<file path="config.mk">
export PLATFORM = sky130hd
export DESIGN_NAME = rr_slice_arbiter
export DESIGN_NICKNAME = d
export VERILOG_FILES = /design/src/rtl/arb_pkg.sv /design/src/rtl/rr_priority_pick.sv /design/src/rtl/rr_slice_arbiter.sv
export SDC_FILE = /design/constraint.sdc
export NUM_CORES = 1
export LEC_CHECK = 0
export CORE_MARGIN = 2
export CORE_UTILIZATION = 49
export DETAILED_ROUTE_END_ITERATION = 8
export MAX_ROUTING_LAYER = met4
export PLACE_DENSITY = 0.73
export SYNTH_ARGS = -nofsm -noshare
export SYNTH_HDL_FRONTEND = slang
export SYNTH_SLANG_ARGS = --single-unit
</file>
<file path="constraint.sdc">
create_clock -name clk -period 3.2 [get_ports clk]
set_clock_uncertainty 0.05 [all_clocks]
set_input_delay 0.64 -clock clk [delete_from_list [all_inputs] [get_ports clk]]
set_output_delay 0.64 -clock clk [all_outputs]
set_load 0.05 [all_outputs]
</file>
<file path="src/rtl/arb_pkg.sv">
// Shared types and helpers for the round-robin slice arbiter.
// Optional feature macro: ARB_LOCK_EN (adds the lock port to rr_slice_arbiter).
package arb_pkg;

  // Arbiter control states: nobody owns the port, or one master owns it.
  typedef enum logic {
    IDLE  = 1'b0,
    GRANT = 1'b1
  } arb_state_t;

  // Helpers work on a fixed 32-bit container; N is bounded to this width.
  localparam int unsigned ARB_MAX_N = 32;

  // Rotate the low n bits of v right by sh (bit sh moves to bit 0).
  function automatic logic [31:0] rotr(input logic [31:0] v,
                                       input logic [31:0] sh,
                                       input logic [31:0] n);
    logic [31:0] r;
    logic [4:0]  p;
    r = 32'b0;
    for (int i = 0; i < 32; i++) begin
      p = 5'd0;
      if (32'(i) < n) begin
        p    = 5'((32'(i) + sh) % n);
        r[i] = v[p];
      end else begin
        r[i] = 1'b0;
      end
    end
    return r;
  endfunction

  // Rotate the low n bits of v left by sh (bit 0 moves to bit sh).
  function automatic logic [31:0] rotl(input logic [31:0] v,
                                       input logic [31:0] sh,
                                       input logic [31:0] n);
    logic [31:0] r;
    logic [4:0]  p;
    r = 32'b0;
    for (int i = 0; i < 32; i++) begin
      p = 5'd0;
      if (32'(i) < n) begin
        p    = 5'((32'(i) + sh) % n);
        r[p] = v[i];
      end
    end
    return r;
  endfunction

  // Encode a one-hot vector into its bit index (0 for an all-zero vector).
  function automatic logic [31:0] onehot2idx(input logic [31:0] oh);
    logic [31:0] idx;
    idx = 32'd0;
    for (int i = 0; i < 32; i++) begin
      if (oh[i]) begin
        idx = idx | 32'(i);
      end
    end
    return idx;
  endfunction

endpackage

</file>
<file path="src/rtl/rr_priority_pick.sv">
// Combinational rotating-priority picker: finds the first set request at or
// after start_i, wrapping past N-1 back to 0.
module rr_priority_pick
  import arb_pkg::*;
#(
  parameter  int unsigned N     = 4,
  localparam int unsigned IDX_W = $clog2(N)
) (
  input  logic [N-1:0]     req_i,
  input  logic [IDX_W-1:0] start_i,
  output logic             found_o,
  output logic [N-1:0]     pick_o,
  output logic [IDX_W-1:0] idx_o
);

  logic [31:0] req_ext_s;
  logic [31:0] start_ext_s;
  logic [31:0] rot_s;
  logic [31:0] low_s;
  logic [31:0] pick_ext_s;
  logic [31:0] idx_ext_s;
  logic        unused_s;

  // Rotate start to bit 0, isolate the lowest set bit, rotate it back.
  always_comb begin
    req_ext_s            = 32'b0;
    req_ext_s[N-1:0]     = req_i;
    start_ext_s          = 32'b0;
    start_ext_s[IDX_W-1:0] = start_i;
    rot_s      = rotr(req_ext_s, start_ext_s, 32'(N));
    low_s      = rot_s & (~rot_s + 32'd1);
    pick_ext_s = rotl(low_s, start_ext_s, 32'(N));
    idx_ext_s  = onehot2idx(pick_ext_s);
  end

  assign found_o  = |req_i;
  assign pick_o   = pick_ext_s[N-1:0];
  assign idx_o    = idx_ext_s[IDX_W-1:0];
  // Upper container bits are always zero; fold them away explicitly.
  assign unused_s = ^{pick_ext_s, idx_ext_s};

endmodule

</file>
<file path="src/rtl/rr_slice_arbiter.sv">
// N-way round-robin arbiter with a bounded time slice per grant.
// Registered one-hot grant plus encoded index; zero dead cycles on handover.
// Optional feature macro: ARB_LOCK_EN (lock input lets the owner extend past its slice).
module rr_slice_arbiter
  import arb_pkg::*;
#(
  parameter  int unsigned N     = 4,
  parameter  int unsigned SLICE = 4,
  localparam int unsigned IDX_W = $clog2(N)
) (
  input  logic             clk,
  input  logic             reset,
  input  logic [N-1:0]     req,
`ifdef ARB_LOCK_EN
  input  logic [N-1:0]     lock,
`endif
  output logic [N-1:0]     gnt,
  output logic             gnt_valid,
  output logic [IDX_W-1:0] gnt_idx
);

  localparam int unsigned      CNT_W    = $clog2(SLICE + 1);
  localparam logic [CNT_W-1:0] CNT_ONE  = CNT_W'(1);
  localparam logic [CNT_W-1:0] CNT_MAX  = CNT_W'(SLICE);
  localparam logic [IDX_W-1:0] IDX_ONE  = IDX_W'(1);
  localparam logic [IDX_W-1:0] IDX_LAST = IDX_W'(N - 1);

  if (N < 2 || N > ARB_MAX_N) begin : g_bad_n
    $error("rr_slice_arbiter: N must be in 2..32");
  end
  if (SLICE < 1) begin : g_bad_slice
    $error("rr_slice_arbiter: SLICE must be >= 1");
  end

  arb_state_t       state_q;
  logic [IDX_W-1:0] ptr_q;
  logic [CNT_W-1:0] cnt_q;
  logic [N-1:0]     gnt_q;
  logic             gnt_valid_q;
  logic [IDX_W-1:0] gnt_idx_q;

  logic [IDX_W-1:0] start_s;
  logic [IDX_W-1:0] nxt_ptr_s;
  logic             found_s;
  logic [N-1:0]     pick_s;
  logic [IDX_W-1:0] pick_idx_s;
  logic             owner_req_s;
  logic             expired_s;
  logic             hold_s;
  logic             release_s;

  // Search start: saved pointer when idle, the slot after the owner when granting.
  always_comb begin
    if (state_q == GRANT) begin
      if (gnt_idx_q == IDX_LAST) begin
        start_s = {IDX_W{1'b0}};
      end else begin
        start_s = gnt_idx_q + IDX_ONE;
      end
    end else begin
      start_s = ptr_q;
    end
  end

  rr_priority_pick #(.N(N)) u_pick (
    .req_i   (req),
    .start_i (start_s),
    .found_o (found_s),
    .pick_o  (pick_s),
    .idx_o   (pick_idx_s)
  );

  // Pointer after a new grant: the slot following the new owner, wrapping.
  always_comb begin
    if (pick_idx_s == IDX_LAST) begin
      nxt_ptr_s = {IDX_W{1'b0}};
    end else begin
      nxt_ptr_s = pick_idx_s + IDX_ONE;
    end
  end

  // Release decision: owner dropped its request, or its slice is used up and not locked.
  always_comb begin
    owner_req_s = |(req & gnt_q);
    expired_s   = (cnt_q == CNT_MAX);
`ifdef ARB_LOCK_EN
    hold_s      = |(req & lock & gnt_q);
`else
    hold_s      = 1'b0;
`endif
    release_s   = !owner_req_s || (expired_s && !hold_s);
  end

  // Arbitration FSM with registered grant outputs.
  always_ff @(posedge clk or negedge reset) begin
    if (!reset) begin
      state_q     <= IDLE;
      ptr_q       <= {IDX_W{1'b0}};
      cnt_q       <= {CNT_W{1'b0}};
      gnt_q       <= {N{1'b0}};
      gnt_valid_q <= 1'b0;
      gnt_idx_q   <= {IDX_W{1'b0}};
    end else begin
      case (state_q)
        IDLE: begin
          if (found_s) begin
            state_q     <= GRANT;
            gnt_q       <= pick_s;
            gnt_valid_q <= 1'b1;
            gnt_idx_q   <= pick_idx_s;
            cnt_q       <= CNT_ONE;
            ptr_q       <= nxt_ptr_s;
          end
        end
        GRANT: begin
          if (release_s) begin
            if (found_s) begin
              // Hand over in the same edge; may re-grant the same owner.
              gnt_q       <= pick_s;
              gnt_valid_q <= 1'b1;
              gnt_idx_q   <= pick_idx_s;
              cnt_q       <= CNT_ONE;
              ptr_q       <= nxt_ptr_s;
            end else begin
              state_q     <= IDLE;
              gnt_q       <= {N{1'b0}};
              gnt_valid_q <= 1'b0;
              gnt_idx_q   <= {IDX_W{1'b0}};
              cnt_q       <= {CNT_W{1'b0}};
              ptr_q       <= start_s;
            end
          end else if (cnt_q != CNT_MAX) begin
            cnt_q <= cnt_q + CNT_ONE;
          end
        end
        default: begin
          state_q     <= IDLE;
          gnt_q       <= {N{1'b0}};
          gnt_valid_q <= 1'b0;
          gnt_idx_q   <= {IDX_W{1'b0}};
          cnt_q       <= {CNT_W{1'b0}};
        end
      endcase
    end
  end

  assign gnt       = gnt_q;
  assign gnt_valid = gnt_valid_q;
  assign gnt_idx   = gnt_idx_q;

endmodule

</file>
==> flow_metrics.env <==
export IMPL_status="complete, no violations"
export IMPL_clock_latency_ns=0.28
export IMPL_drt_pass1_iter_count=4
export IMPL_drt_iter0_drc=32
export IMPL_drv_cap=0
export IMPL_num_nets_final=148
export IMPL_dieArea_um2=2656
export IMPL_avgSynthCellArea_um2=9.799
export IMPL_slowest_delay_ns=0.51
export IMPL_clk_pin_slew_ns=0.09
export IMPL_stdcell_count=159
export IMPL_min_period_ns=2.920
export IMPL_routedWlPerCell_um=15.49
export IMPL_ys_flop_type="dfrtp_1"
export IMPL_ys_types=44
export IMPL_syn2layout_area_growth_pct=19.32
export IMPL_arrival_ns=3.07
export IMPL_ys_seq_area_share_pct=29.38
export IMPL_yosys_cell_count_top_type="dfrtp_1"
export IMPL_core_um2=2170
export IMPL_grt_pass1_vias=893
export IMPL_synthArstFlopShare_pct=100.0
export IMPL_ys_ff_latch=13
export IMPL_setup_viol=0
export IMPL_seq_area_um2=327.8
export IMPL_synth_area_top_cells="dfrtp_1 (29%), ha_1 (11%), a221oi_4 (4.7%)"
export IMPL_synth_top_family_by_area="compound AO/OA/AOI/OAI gates"
export IMPL_syn_nets=129
export IMPL_vias=946
export IMPL_totalWireLength_um=2463
export IMPL_multiInputGateArea_um2=735.7
export IMPL_finalCritPeriodShare_pct=91.25
export IMPL_dp_hpwl_um=1873
export IMPL_diodes=0
export IMPL_tightest_slew_ns=0.5664
export IMPL_synth_common_cells="dfrtp_1 (13), nand2_1 (12), ha_1 (10), inv_1 (10)"
export IMPL_fillers=183
export IMPL_slew_headroom_pct=62.12
export IMPL_clock_path_buffers=2
export IMPL_startpoint_type="flip-flop"
export IMPL_drc=0
export IMPL_muxShareOfSynthArea_pct=6.102
export IMPL_hold_path_class="flip-flop to flip-flop"
export IMPL_worstSetupEndpointType="flip-flop"
export IMPL_ios=13
export IMPL_syn_area_um2=1107
export IMPL_via_per_inst=5.950
export IMPL_synthSimpleGateAreaFrac_pct=22.26
export IMPL_final_setup_tns_ns=0
export IMPL_ys_warn_count=0
export IMPL_gp_congestion=0.8235
export IMPL_drive_above_1_share_pct=21.37
export IMPL_initial_utilization_pct=51.04
export IMPL_synth_area_leader_cell="dfrtp_1"
export IMPL_tritoncts="built"
export IMPL_synth_edff_count=0
export IMPL_fp_dieW_um=51.54
export IMPL_ctsHoldBuffers=0
export IMPL_root_buffer="clkbuf_4"
export IMPL_grt_max_degree=14
export IMPL_numCtsBuffers=3
export IMPL_crit_chain="ha_1 > mux2i_4 > inv_1 > ha_4 > or4_1 > a31oi_1 > a21oi_1 > o211a_2 > xor2_1 > o31ai_1"
export IMPL_crit_required_ns=3.35
export IMPL_worstPathMaxFanout=6
export IMPL_antenna_found_initial=0
export IMPL_place_inst=155
export IMPL_worst_hold_slack_ns=0.4353
export IMPL_synth_cells=113
export IMPL_synth_compound_area_share_pct=24.86
export IMPL_crit_buf_inv=1
export IMPL_track_usage_pct=20.97
export IMPL_postCtsSetupRepairBufs=0
export IMPL_htreeDepth=1
export IMPL_path_class="flip-flop to flip-flop"
export IMPL_cts_sinks=13
export IMPL_report_final_slew_viol_count=0
export IMPL_max_freq_mhz=342.5
export IMPL_synth_top_area_share_pct=29.38
export IMPL_rsz0062_at_grt="false"
export IMPL_synth_xor_area_share_pct=0.7910
export IMPL_ant_nets=0
export IMPL_yosys_area_share_adder_pct=11.30
export IMPL_slowest_stage="or4_1"
export IMPL_grt_pass1_wl_um=4022
export IMPL_grt_overflow=0
export IMPL_rows=17
export IMPL_path_delay_family="compound AO/OA/AOI/OAI gates"
export IMPL_portBuffers=12
export IMPL_die_h_um=51.54
export IMPL_hold_violations=0
## worst min-delay path, cell delays in order, from the launching register on
cell and delay (ns):
dfrtp_1 0.35, nand2_1 0.05, nand2_1 0.06
## layout by cell type (no fill, tap or decap), drive strengths merged, types with 3 or more instances in the layout
cell type	netlist	final
a21oi	5	5
a221oi	3	3
a22o	4	4
a22oi	5	5
buf	2	5
clkbuf	1	3
clkdlybuf4s50	0	12
dfrtp	13	13
ha	10	10
inv	10	10
nand2	12	12
nor2	6	6
nor2b	3	3
nor3	4	4
o21ai	8	8
## sequential cells by signal, summed over array words and instances (netlist names)
register   flops
state_q        1
gnt            4
cnt_q          3
ptr_q          2
gnt_valid      1
gnt_idx        2
## final cells by class
class	instances	area share, %
Multi-Input combinational cell	87	55.68
Sequential cell	13	24.81
Timing Repair Buffer	17	11.93
Inverter	10	2.841
Tap cell	28	2.652
Clock buffer	3	1.705
Clock inverter	1	0.3788
## kinds of logic after synthesis
| logic type | after synthesis |
|---|---|
| and+or+nand+nor | 40 |
| AOI/OAI and AO/OA | 33 |
| buffers and inverters | 13 |
| DFF | 13 |
| adders and majority gates | 10 |
| muxes | 3 |
| xor gates and xnor gates | 1 |
## through the flow
stage	util, %	cell area, um^2	worst slack (ns)
after floorplan	-	1110	0.03491
after global placement	59.05	1281	0.2687
after detailed placement	59.05	1281	0.2094
after CTS	60.32	1309	0.2004
after global routing	60.90	1321	0.08394
final	60.90	1321	0.2799
## final timing paths
path	startpoint	to	slack, ns	cells after the start
max in group asynchronous	reset	gnt_idx[0]	2.02	1
min	gnt_valid	gnt_valid	0.44	2
min reg2reg	gnt_valid	gnt_valid	0.44	2
max	gnt_idx[0]	ptr_q[1]	0.28	10
max reg2reg	gnt_idx[0]	ptr_q[1]	0.28	10
min in group asynchronous	reset	cnt_q[0]	0.66	1
## layer usage
layer  track usage, %  share of wire (%)  wire [um]
met5                -                  0          0
met3            5.747                4.9        120
met1            27.57                 46       1138
met4            2.632                  0          0
met2            33.55                 49       1204
## timing repair
| item | CTS | global route |
|---|---|---|
| hold endpoints to repair | 0 | 0 |
| setup endpoints to repair | 0 | 1 |
| resized for setup | 0 | 1 |
Power is left out: the tool's default activity adds up to more than one toggle a clock period on the data nets, which glitch-free logic cannot reach.
